--- config.mk ---
export PLATFORM = sky130hd
export DESIGN_NAME = core_host_ctrl_flat
export DESIGN_NICKNAME = d
export VERILOG_FILES = /design/src/rtl/core_host_ctrl_if.sv /design/src/rtl/core_host_ctrl.sv /design/src/flat_wrapper.sv
export SDC_FILE = /design/constraint.sdc
export NUM_CORES = 1
export LEC_CHECK = 0
export CAP_MARGIN = 20
export CORE_ASPECT_RATIO = 0.6
export CORE_MARGIN = 3
export CORE_UTILIZATION = 50
export CTS_BUF_LIST = sky130_fd_sc_hd__clkbuf_2 sky130_fd_sc_hd__clkbuf_4 sky130_fd_sc_hd__clkbuf_8
export CTS_CLUSTER_SIZE = 14
export DETAILED_ROUTE_END_ITERATION = 10
export DONT_BUFFER_PORTS = 1
export PLACE_DENSITY = 0.68
export SLEW_MARGIN = 40
export SYNTH_ARGS = -nofsm -noshare
export SYNTH_HDL_FRONTEND = slang
export SYNTH_SLANG_ARGS = --single-unit
--- constraint.sdc ---
create_clock -name clk -period 2.2 [get_ports clk]
set_clock_uncertainty 0.05 [all_clocks]
set_input_delay 0.44 -clock clk [delete_from_list [all_inputs] [get_ports clk]]
set_output_delay 0.44 -clock clk [all_outputs]
set_load 0.1 [all_outputs]
--- src/rtl/core_host_ctrl_if.sv ---
// Host controller bus: operand load port, data-memory port, core control,
// result stream and status. The controller side uses the master modport.
interface core_host_ctrl_if #(
    parameter int AW = 8,
    parameter int DW = 8
);
    logic          start;
    logic          ld_valid;
    logic [DW-1:0] ld_data;
    logic          ld_ready;
    logic          mem_sel;
    logic          mem_wr_en;
    logic [AW-1:0] mem_addr;
    logic [DW-1:0] mem_wr_data;
    logic [DW-1:0] mem_rd_data;
    logic          core_rst;
    logic          core_req;
    logic          core_done;
    logic          res_valid;
    logic [DW-1:0] res_data;
    logic          res_ready;
    logic          busy;
    logic          timeout;
    logic          job_done;

    modport master (
        input  start, ld_valid, ld_data, mem_rd_data, core_done, res_ready,
        output ld_ready, mem_sel, mem_wr_en, mem_addr, mem_wr_data,
               core_rst, core_req, res_valid, res_data, busy, timeout, job_done
    );

    modport slave (
        output start, ld_valid, ld_data, mem_rd_data, core_done, res_ready,
        input  ld_ready, mem_sel, mem_wr_en, mem_addr, mem_wr_data,
               core_rst, core_req, res_valid, res_data, busy, timeout, job_done
    );
endinterface

--- src/rtl/core_host_ctrl.sv ---
// Host-side job controller: preloads operands into dmem with the core held in
// reset, runs the core until done (or timeout), then streams a result window out.
module core_host_ctrl #(
    parameter int AW        = 8,
    parameter int DW        = 8,
    parameter int LOAD_BASE = 0,
    parameter int LOAD_LEN  = 64,
    parameter int RES_BASE  = 64,
    parameter int RES_LEN   = 64,
    parameter int TIMEOUT   = 4096
) (
    input  logic             clk,
    input  logic             reset,
    core_host_ctrl_if.master bus
);
    localparam int CMAX = (LOAD_LEN > RES_LEN) ? LOAD_LEN : RES_LEN;
    // +2 keeps the width at least one bit even when both lengths are zero
    localparam int CW   = $clog2(CMAX + 2);
    localparam int TW   = $clog2(TIMEOUT + 1);

    localparam logic [CW-1:0] LOAD_LAST = CW'((LOAD_LEN > 0) ? LOAD_LEN - 1 : 0);
    localparam logic [CW-1:0] RES_LAST  = CW'((RES_LEN > 0) ? RES_LEN - 1 : 0);
    localparam logic [TW-1:0] TO_LAST   = TW'(TIMEOUT - 1);

    localparam logic [1:0] S_IDLE  = 2'd0;
    localparam logic [1:0] S_LOAD  = 2'd1;
    localparam logic [1:0] S_RUN   = 2'd2;
    localparam logic [1:0] S_DRAIN = 2'd3;

    logic [1:0]    state;
    logic [CW-1:0] cnt;
    logic [TW-1:0] cyc;
    logic          timeout_q;
    logic          job_done_q;

    // Output decode: host owns dmem and holds the core in reset except in RUN
    always_comb begin
        bus.mem_sel   = 1'b1;
        bus.core_rst  = 1'b1;
        bus.core_req  = 1'b0;
        bus.ld_ready  = 1'b0;
        bus.mem_wr_en = 1'b0;
        bus.mem_addr  = '0;
        bus.res_valid = 1'b0;
        case (state)
            S_LOAD: begin
                bus.ld_ready  = 1'b1;
                bus.mem_wr_en = bus.ld_valid;
                bus.mem_addr  = AW'(LOAD_BASE) + AW'(cnt);
            end
            S_RUN: begin
                bus.mem_sel  = 1'b0;
                bus.core_rst = 1'b0;
                bus.core_req = 1'b1;
            end
            S_DRAIN: begin
                bus.mem_addr  = AW'(RES_BASE) + AW'(cnt);
                bus.res_valid = (RES_LEN != 0);
            end
            default: ;
        endcase
    end

    // Data outputs are zeroed outside their phases so reset/idle reads all-zero
    assign bus.mem_wr_data = bus.ld_ready  ? bus.ld_data     : '0;
    assign bus.res_data    = bus.res_valid ? bus.mem_rd_data : '0;
    assign bus.busy        = (state != S_IDLE);
    assign bus.timeout     = timeout_q;
    assign bus.job_done    = job_done_q;

    // Job sequencing: IDLE -> LOAD -> RUN -> DRAIN -> IDLE
    always_ff @(posedge clk or negedge reset) begin
        if (!reset) begin
            state      <= S_IDLE;
            cnt        <= '0;
            cyc        <= '0;
            timeout_q  <= 1'b0;
            job_done_q <= 1'b0;
        end else begin
            job_done_q <= 1'b0;
            case (state)
                S_IDLE: begin
                    if (bus.start) begin
                        timeout_q <= 1'b0;
                        cnt       <= '0;
                        cyc       <= '0;
                        state     <= (LOAD_LEN == 0) ? S_RUN : S_LOAD;
                    end
                end
                S_LOAD: begin
                    if (bus.ld_valid) begin
                        if (cnt == LOAD_LAST) begin
                            state <= S_RUN;
                            cnt   <= '0;
                            cyc   <= '0;
                        end else begin
                            cnt <= cnt + 1'b1;
                        end
                    end
                end
                S_RUN: begin
                    cyc <= cyc + 1'b1;
                    // done is ignored on cyc 0 while the core leaves reset;
                    // checked first so it beats a same-cycle timeout
                    if (cyc != '0 && bus.core_done) begin
                        state <= S_DRAIN;
                        cnt   <= '0;
                    end else if (cyc == TO_LAST) begin
                        timeout_q <= 1'b1;
                        state     <= S_DRAIN;
                        cnt       <= '0;
                    end
                end
                S_DRAIN: begin
                    if (RES_LEN == 0 || (bus.res_ready && cnt == RES_LAST)) begin
                        state      <= S_IDLE;
                        job_done_q <= 1'b1;
                    end else if (bus.res_ready) begin
                        cnt <= cnt + 1'b1;
                    end
                end
                default: state <= S_IDLE;
            endcase
        end
    end
endmodule

--- src/flat_wrapper.sv ---
// flat-port wrapper written by rule: the top's interface ports become plain ports
module core_host_ctrl_flat 
#(
    parameter int AW        = 8,
    parameter int DW        = 8,
    parameter int LOAD_BASE = 0,
    parameter int LOAD_LEN  = 64,
    parameter int RES_BASE  = 64,
    parameter int RES_LEN   = 64,
    parameter int TIMEOUT   = 4096
)
  (clk, reset, bus_start, bus_ld_valid, bus_ld_data, bus_mem_rd_data, bus_core_done, bus_res_ready, bus_ld_ready, bus_mem_sel, bus_mem_wr_en, bus_mem_addr, bus_mem_wr_data, bus_core_rst, bus_core_req, bus_res_valid, bus_res_data, bus_busy, bus_timeout, bus_job_done);
  core_host_ctrl_if #(.AW(AW), .DW(DW)) bus_i ();
  input  logic clk;
  input  logic reset;
  input wire logic [$bits(bus_i.start)-1:0] bus_start;
  input wire logic [$bits(bus_i.ld_valid)-1:0] bus_ld_valid;
  input wire logic [$bits(bus_i.ld_data)-1:0] bus_ld_data;
  input wire logic [$bits(bus_i.mem_rd_data)-1:0] bus_mem_rd_data;
  input wire logic [$bits(bus_i.core_done)-1:0] bus_core_done;
  input wire logic [$bits(bus_i.res_ready)-1:0] bus_res_ready;
  output wire logic [$bits(bus_i.ld_ready)-1:0] bus_ld_ready;
  output wire logic [$bits(bus_i.mem_sel)-1:0] bus_mem_sel;
  output wire logic [$bits(bus_i.mem_wr_en)-1:0] bus_mem_wr_en;
  output wire logic [$bits(bus_i.mem_addr)-1:0] bus_mem_addr;
  output wire logic [$bits(bus_i.mem_wr_data)-1:0] bus_mem_wr_data;
  output wire logic [$bits(bus_i.core_rst)-1:0] bus_core_rst;
  output wire logic [$bits(bus_i.core_req)-1:0] bus_core_req;
  output wire logic [$bits(bus_i.res_valid)-1:0] bus_res_valid;
  output wire logic [$bits(bus_i.res_data)-1:0] bus_res_data;
  output wire logic [$bits(bus_i.busy)-1:0] bus_busy;
  output wire logic [$bits(bus_i.timeout)-1:0] bus_timeout;
  output wire logic [$bits(bus_i.job_done)-1:0] bus_job_done;
  assign bus_i.start = bus_start;
  assign bus_i.ld_valid = bus_ld_valid;
  assign bus_i.ld_data = bus_ld_data;
  assign bus_i.mem_rd_data = bus_mem_rd_data;
  assign bus_i.core_done = bus_core_done;
  assign bus_i.res_ready = bus_res_ready;
  assign bus_ld_ready = bus_i.ld_ready;
  assign bus_mem_sel = bus_i.mem_sel;
  assign bus_mem_wr_en = bus_i.mem_wr_en;
  assign bus_mem_addr = bus_i.mem_addr;
  assign bus_mem_wr_data = bus_i.mem_wr_data;
  assign bus_core_rst = bus_i.core_rst;
  assign bus_core_req = bus_i.core_req;
  assign bus_res_valid = bus_i.res_valid;
  assign bus_res_data = bus_i.res_data;
  assign bus_busy = bus_i.busy;
  assign bus_timeout = bus_i.timeout;
  assign bus_job_done = bus_i.job_done;
  core_host_ctrl #(.AW(AW), .DW(DW), .LOAD_BASE(LOAD_BASE), .LOAD_LEN(LOAD_LEN), .RES_BASE(RES_BASE), .RES_LEN(RES_LEN), .TIMEOUT(TIMEOUT)) u_core (.clk(clk), .reset(reset), .bus(bus_i));
endmodule
Word level (Yosys, flattened, before mapping)

Cells that the tools add are included.

Add/subtract/negate cells: 3
Equal/unequal tests: 14
Multiplexer cells: 33
Reductions and logical operators: 11

Operator list:

| operator              | number |
|---|---|
| $mux 7                | 7 |
| $mux 13               | 3 |
| $pmux 13 s3           | 1 |
| $pmux 7 s4            | 1 |
| $mux 8                | 2 |
| $pmux 8 s2            | 1 |
| $add 13x1->13 const B | 1 |
| $eq 13x12->1 const B  | 1 |
| $reduce_bool 13->1    | 1 |
| $mux 2                | 6 |
| $mux 1                | 10 |
| $ne 2x2->1 const B    | 5 |
| $reduce_and 5->1      | 2 |
| $add 7x7->8 const A   | 1 |
| $pmux 2 s4            | 1 |
| $reduce_and 4->1      | 2 |
| $add 7x1->7 const B   | 1 |
| $eq 7x6->1 const B    | 1 |
| $ne 2x1->1 const B    | 3 |
| $eq 2x2->1 const B    | 2 |
| $reduce_bool 2->1     | 2 |
| $ne 3x1->1 const B    | 1 |
| $reduce_bool 3->1     | 1 |
| $eq 2x1->1 const B    | 1 |
| other kinds (3)       | 4 |

Register bits after elaboration: 24
Output and inout bits: 33
Logic and storage cells: 66

Longest topological paths before layout

Word-level depth: 4
Gate-level depth with buffers: 8
Depth with buffers taken out: 7

Worst setup path before layout

Ideal clock, no wire load.

Path type: register to output
From: register u_core.state[1]
To: output port bus_mem_addr[6]
Data arrival time: 3.556 ns
Data required time: 1.710 ns
Setup slack: -1.846 ns
Cell stages (with the launch flop): 4
Cells stage by stage: dfrtp_1 -> ha_1 -> inv_1 -> o21ai_0

Word-level cells in the longest chain between the ends: 2
Elaborated cells on any way between the ends: 3

Ends and longest elaborated chain:

| what                                     | RTL line             | text |
|---|---|---|
| start: declaration                       | core_host_ctrl.sv:30 | `logic [1:0] state;` |
| start signal: assignment                 | core_host_ctrl.sv:87 | `state <= (LOAD_LEN == 0) ? S_RUN : S_LOAD;` |
| $eq 2x2->1 or $eq 2x1->1 (tied branches) | core_host_ctrl.sv:45 | `case (state)` |
| $pmux 8 s2 (*)                           | core_host_ctrl.sv:45 |  |
| end: declaration                         | flat_wrapper.sv:25   | `output wire logic [$bits(bus_i.mem_addr)-1:0] bus_mem_addr;` |

Mark *: on every way between the ends. The rest lies on a longest branch, timed or not.

Worst setup path after layout

From: register u_core.state[0]
To: register u_core.cyc[10]

Word-level cells in the longest chain between the ends: 3
Elaborated cells on any way between the ends: 9

Ends and longest elaborated chain:

| what                                                | RTL line              | text |
|---|---|---|
| $eq 2x1->1 (tied with other cells)                  | core_host_ctrl.sv:81  | `case (state)` |
| $ne 2x1->1 (no source line) (tied with other cells) | --                    |  |
| $reduce_and 4->1 (no source line)                   | --                    |  |
| end signal: assignment                              | core_host_ctrl.sv:102 | `cyc <= cyc + 1'b1;` |
| end: declaration                                    | core_host_ctrl.sv:32  | `logic [TW-1:0] cyc;` |

Several ways; a longest one is shown, not always the timed one.
A chain may end at the register's enable or synchronous reset.

==> metrics.cfg <==
[outcome]
status = finished, violations left
violations = negative setup slack

[cells_and_area]
finalNonFillerCells = 283
drive_gt1_share_pct = 42.7
synthToLayoutAreaGrowth_pct = 56.4
antenna_cells = 0
nNetsFinal = 272

[placed_design]
placedCellCount = 270
hpwl_um = 4020
port_buffers = 0
routabilityCongestion = 0.811

[hold_path]
hold_class = in -> reg

[setup_path]
end_kind = flip-flop
critical_path.max_stage_delay_ps = 470
crit_family = simple AND/OR/NAND/NOR gates
ff2ff_setup_slack_ps = -40
cp_data_required_time_ps = 2340
cpMaxStageDelayCell = or4b_1
critical_path_class = reg -> reg
critPathMaxFanout = 7
start_kind = flip-flop
cp.arrival_ps = 2380
cp_num_buf_inv = 2
cp_common_cell = o211ai_1
crit_chain = inv_2 > ha_1 > nor2b_2 > a21oi_1 > o211ai_1 > buf_4 > or4b_1 > o211ai_1

[global_route]
grt_max_degree = 25
grt_pass1_wl_um = 8290
antenna_found_initial = 0
grt_pass1_vias = 1662
grt_usage_pct = 26.5
globalRouteOverflowTotal = 0

[power_and_ir_drop]
powerDensity_nw_per_um2 = 1630
irDropWorstVdd_uv = 1420
leakage_nw = 1.08

[clocking]
cts_sinks = 24
cts_tree = done
path_clk_slew_ps = 90
root_buffer = clkbuf_8
numCtsBuffers = 3
cts.path.max_buffers = 2
clock_latency_ps = 280
htreeDepth = 1

[route]
post_drt_wl_per_cell_um = 22.6
via_per_inst = 6.64
dr_total_vias = 1880
drtIter0Drc = 233
ant_nets = 0
first_pass_iters = 5
wirelength_um = 6400
drc = 0

[yosys]
synth_area_um2 = 1700
synth_ff_type = dfrtp_1
seq_area_frac_synth_pct = 35.3
syn_nets = 226
synth-edff-count = 0
ys_warn_count = 0
ys_types = 44
synthArstFlopShare_pct = 100
syn_area_per_cell_um2 = 8.68
ys_seq_elements = 24
synth_cells = 196

[timing]
hold-worst-slack_ps = 324
drv_slew = 0
worstMarginPinSlew_ps = 549
fmax_mhz = 446
finalCritPeriodShare_pct = 102
setup_violations = 2
max-slew-margin-rel_pct = 63.7
finalCriticalPeriod_ps = 2240
hold_viol = 0
worst_slack_ps = -39.9

[floorplan]
die_w_um = 81.3
io_pins = 55
dieArea_um2 = 4160
core_um2 = 3060
die_height_um = 51.2
num_rows = 15
start_util_pct = 55.6

[run]
maxCapViolations = 0

-- worst reg2reg max path, cell delays in order, from the launching register on --
cell and delay, ps:
dfrtp_2 430, inv_2 90, ha_1 240, nor2b_2 190
a21oi_1 170, o211ai_1 200, buf_4 220, or4b_1 470
o211ai_1 110
-- state kept, by name (all words and copies together), names as in the netlist --
signal,cells
u_core.cnt,7
u_core.state,2
u_core.cyc,13
u_core.bus.timeout,1
u_core.bus.job_done,1
-- cell usage in the layout, fill, tap and decap left out, drive strengths merged, types with 3 or more instances in the layout --
cell    Yosys  routed
nand2      22      22
and2       19      19
o31ai       3       3
inv        11      10
nand4       5       5
nor2       10      10
o21ai      18      18
nor4        4       4
a22o        8       8
buf         2      47
a21oi       5       5
dfrtp      24      24
nand2b      3       3
nor2b       9       9
ha          8       8
nand3       8       8
clkbuf      6       4
or2         5       5
-- through the flow --
stage          cell area (um2)  TNS [ps]  util (%)  setup WS, ps  power, mW
2_1_floorplan             1830     -4440         -          -309       2.75
3_3_place_gp              2450         0      80.1           125       3.52
3_5_place_dp              2450         0      80.1          61.9       3.61
4_1_cts                   2560         0      83.8          15.7       4.06
5_1_grt                   2660      -442      86.9          -117       4.47
6_report                  2660     -52.8      86.9         -39.9       4.34
-- final timing paths --
check | startpoint | end | cells past startpoint
setup / recovery | u_core.state[0] | u_core.cyc[10] | 8
hold / removal | bus_res_ready | u_core.bus.job_done | 1
setup reg to reg | u_core.state[0] | u_core.cyc[10] | 8
hold reg to reg | u_core.cnt[4] | u_core.cnt[4] | 1
max in group asynchronous | reset | u_core.state[1] | 2
min in group asynchronous | reset | u_core.bus.job_done | 2
-- metal layers --
| layer | up-vias | GRT usage, % | part of all wire (%) |
|---|---|---|---|
| li1 | 784 | - | - |
| met1 | 871 | 33.6 | 39 |
| met2 | 185 | 44.6 | 46 |
| met3 | 40 | 6.34 | 12 |
| met4 | 0 | 8.43 | 4.0 |
| met5 | - | 0 | 0 |
-- cells in the mapped netlist, types with 3 or more instances --
library cell / n / area share (%)
dfrtp_1: 24 / 35
nand2_1: 21 / 4.6
and2_1: 19 / 7.0
o21ai_0: 18 / 5.3
inv_1: 11 / 2.4
nor2_1: 10 / 2.2
nor2b_1: 9 / 3.3
a22o_1: 8 / 4.1
ha_1: 8 / 5.9
nand3_1: 8 / 2.4
clkbuf_1: 6 / 1.3
a21oi_1: 5 / 1.5
nand4_1: 4 / 1.5
or2_2: 4 / 1.5
nand2b_1: 3 / 1.1
nor4_1: 3 / 1.1
o31ai_1: 3 / 1.3
-- cells by family (layout without fill, tap and decap cells) --
family          count (synthesis)  after routing  synth area share [%]
mux                             2              2                  1.25
fa+ha+maj                       8              8                  5.89
flops                          24             24                  35.3
compound gates                 43             43                  18.1
simple gates                  100            100                  35.0
buf+inv                        19             64                  4.49
-- where the power goes --
group          internal [mW]  switching, mW
sequential             0.512         0.0979
combinational           1.10           2.24
clock                  0.244          0.149
total                   1.86           2.48
-- final cells by class --
type / count / area, um2
Fill cell: 135 / 400
Inverter: 11 / 45.0
Multi-Input combinational cell: 153 / 1170
Sequential cell: 24 / 603
Timing Repair Buffer: 49 / 714
Clock buffer: 3 / 41.3
Clock inverter: 1 / 30.0
Tap cell: 42 / 52.6
-- timing repair --
item                                    CTS  global route
cloned                                    0             1
pin swaps                                 0             2
hold endpoints to repair                 24             0
setup buffers                             0             6
endpoints found under the setup margin   11            32
resized for setup                         4             7
hold buffers                              2             0
Note: power is estimated with default switching activity, not from simulation.
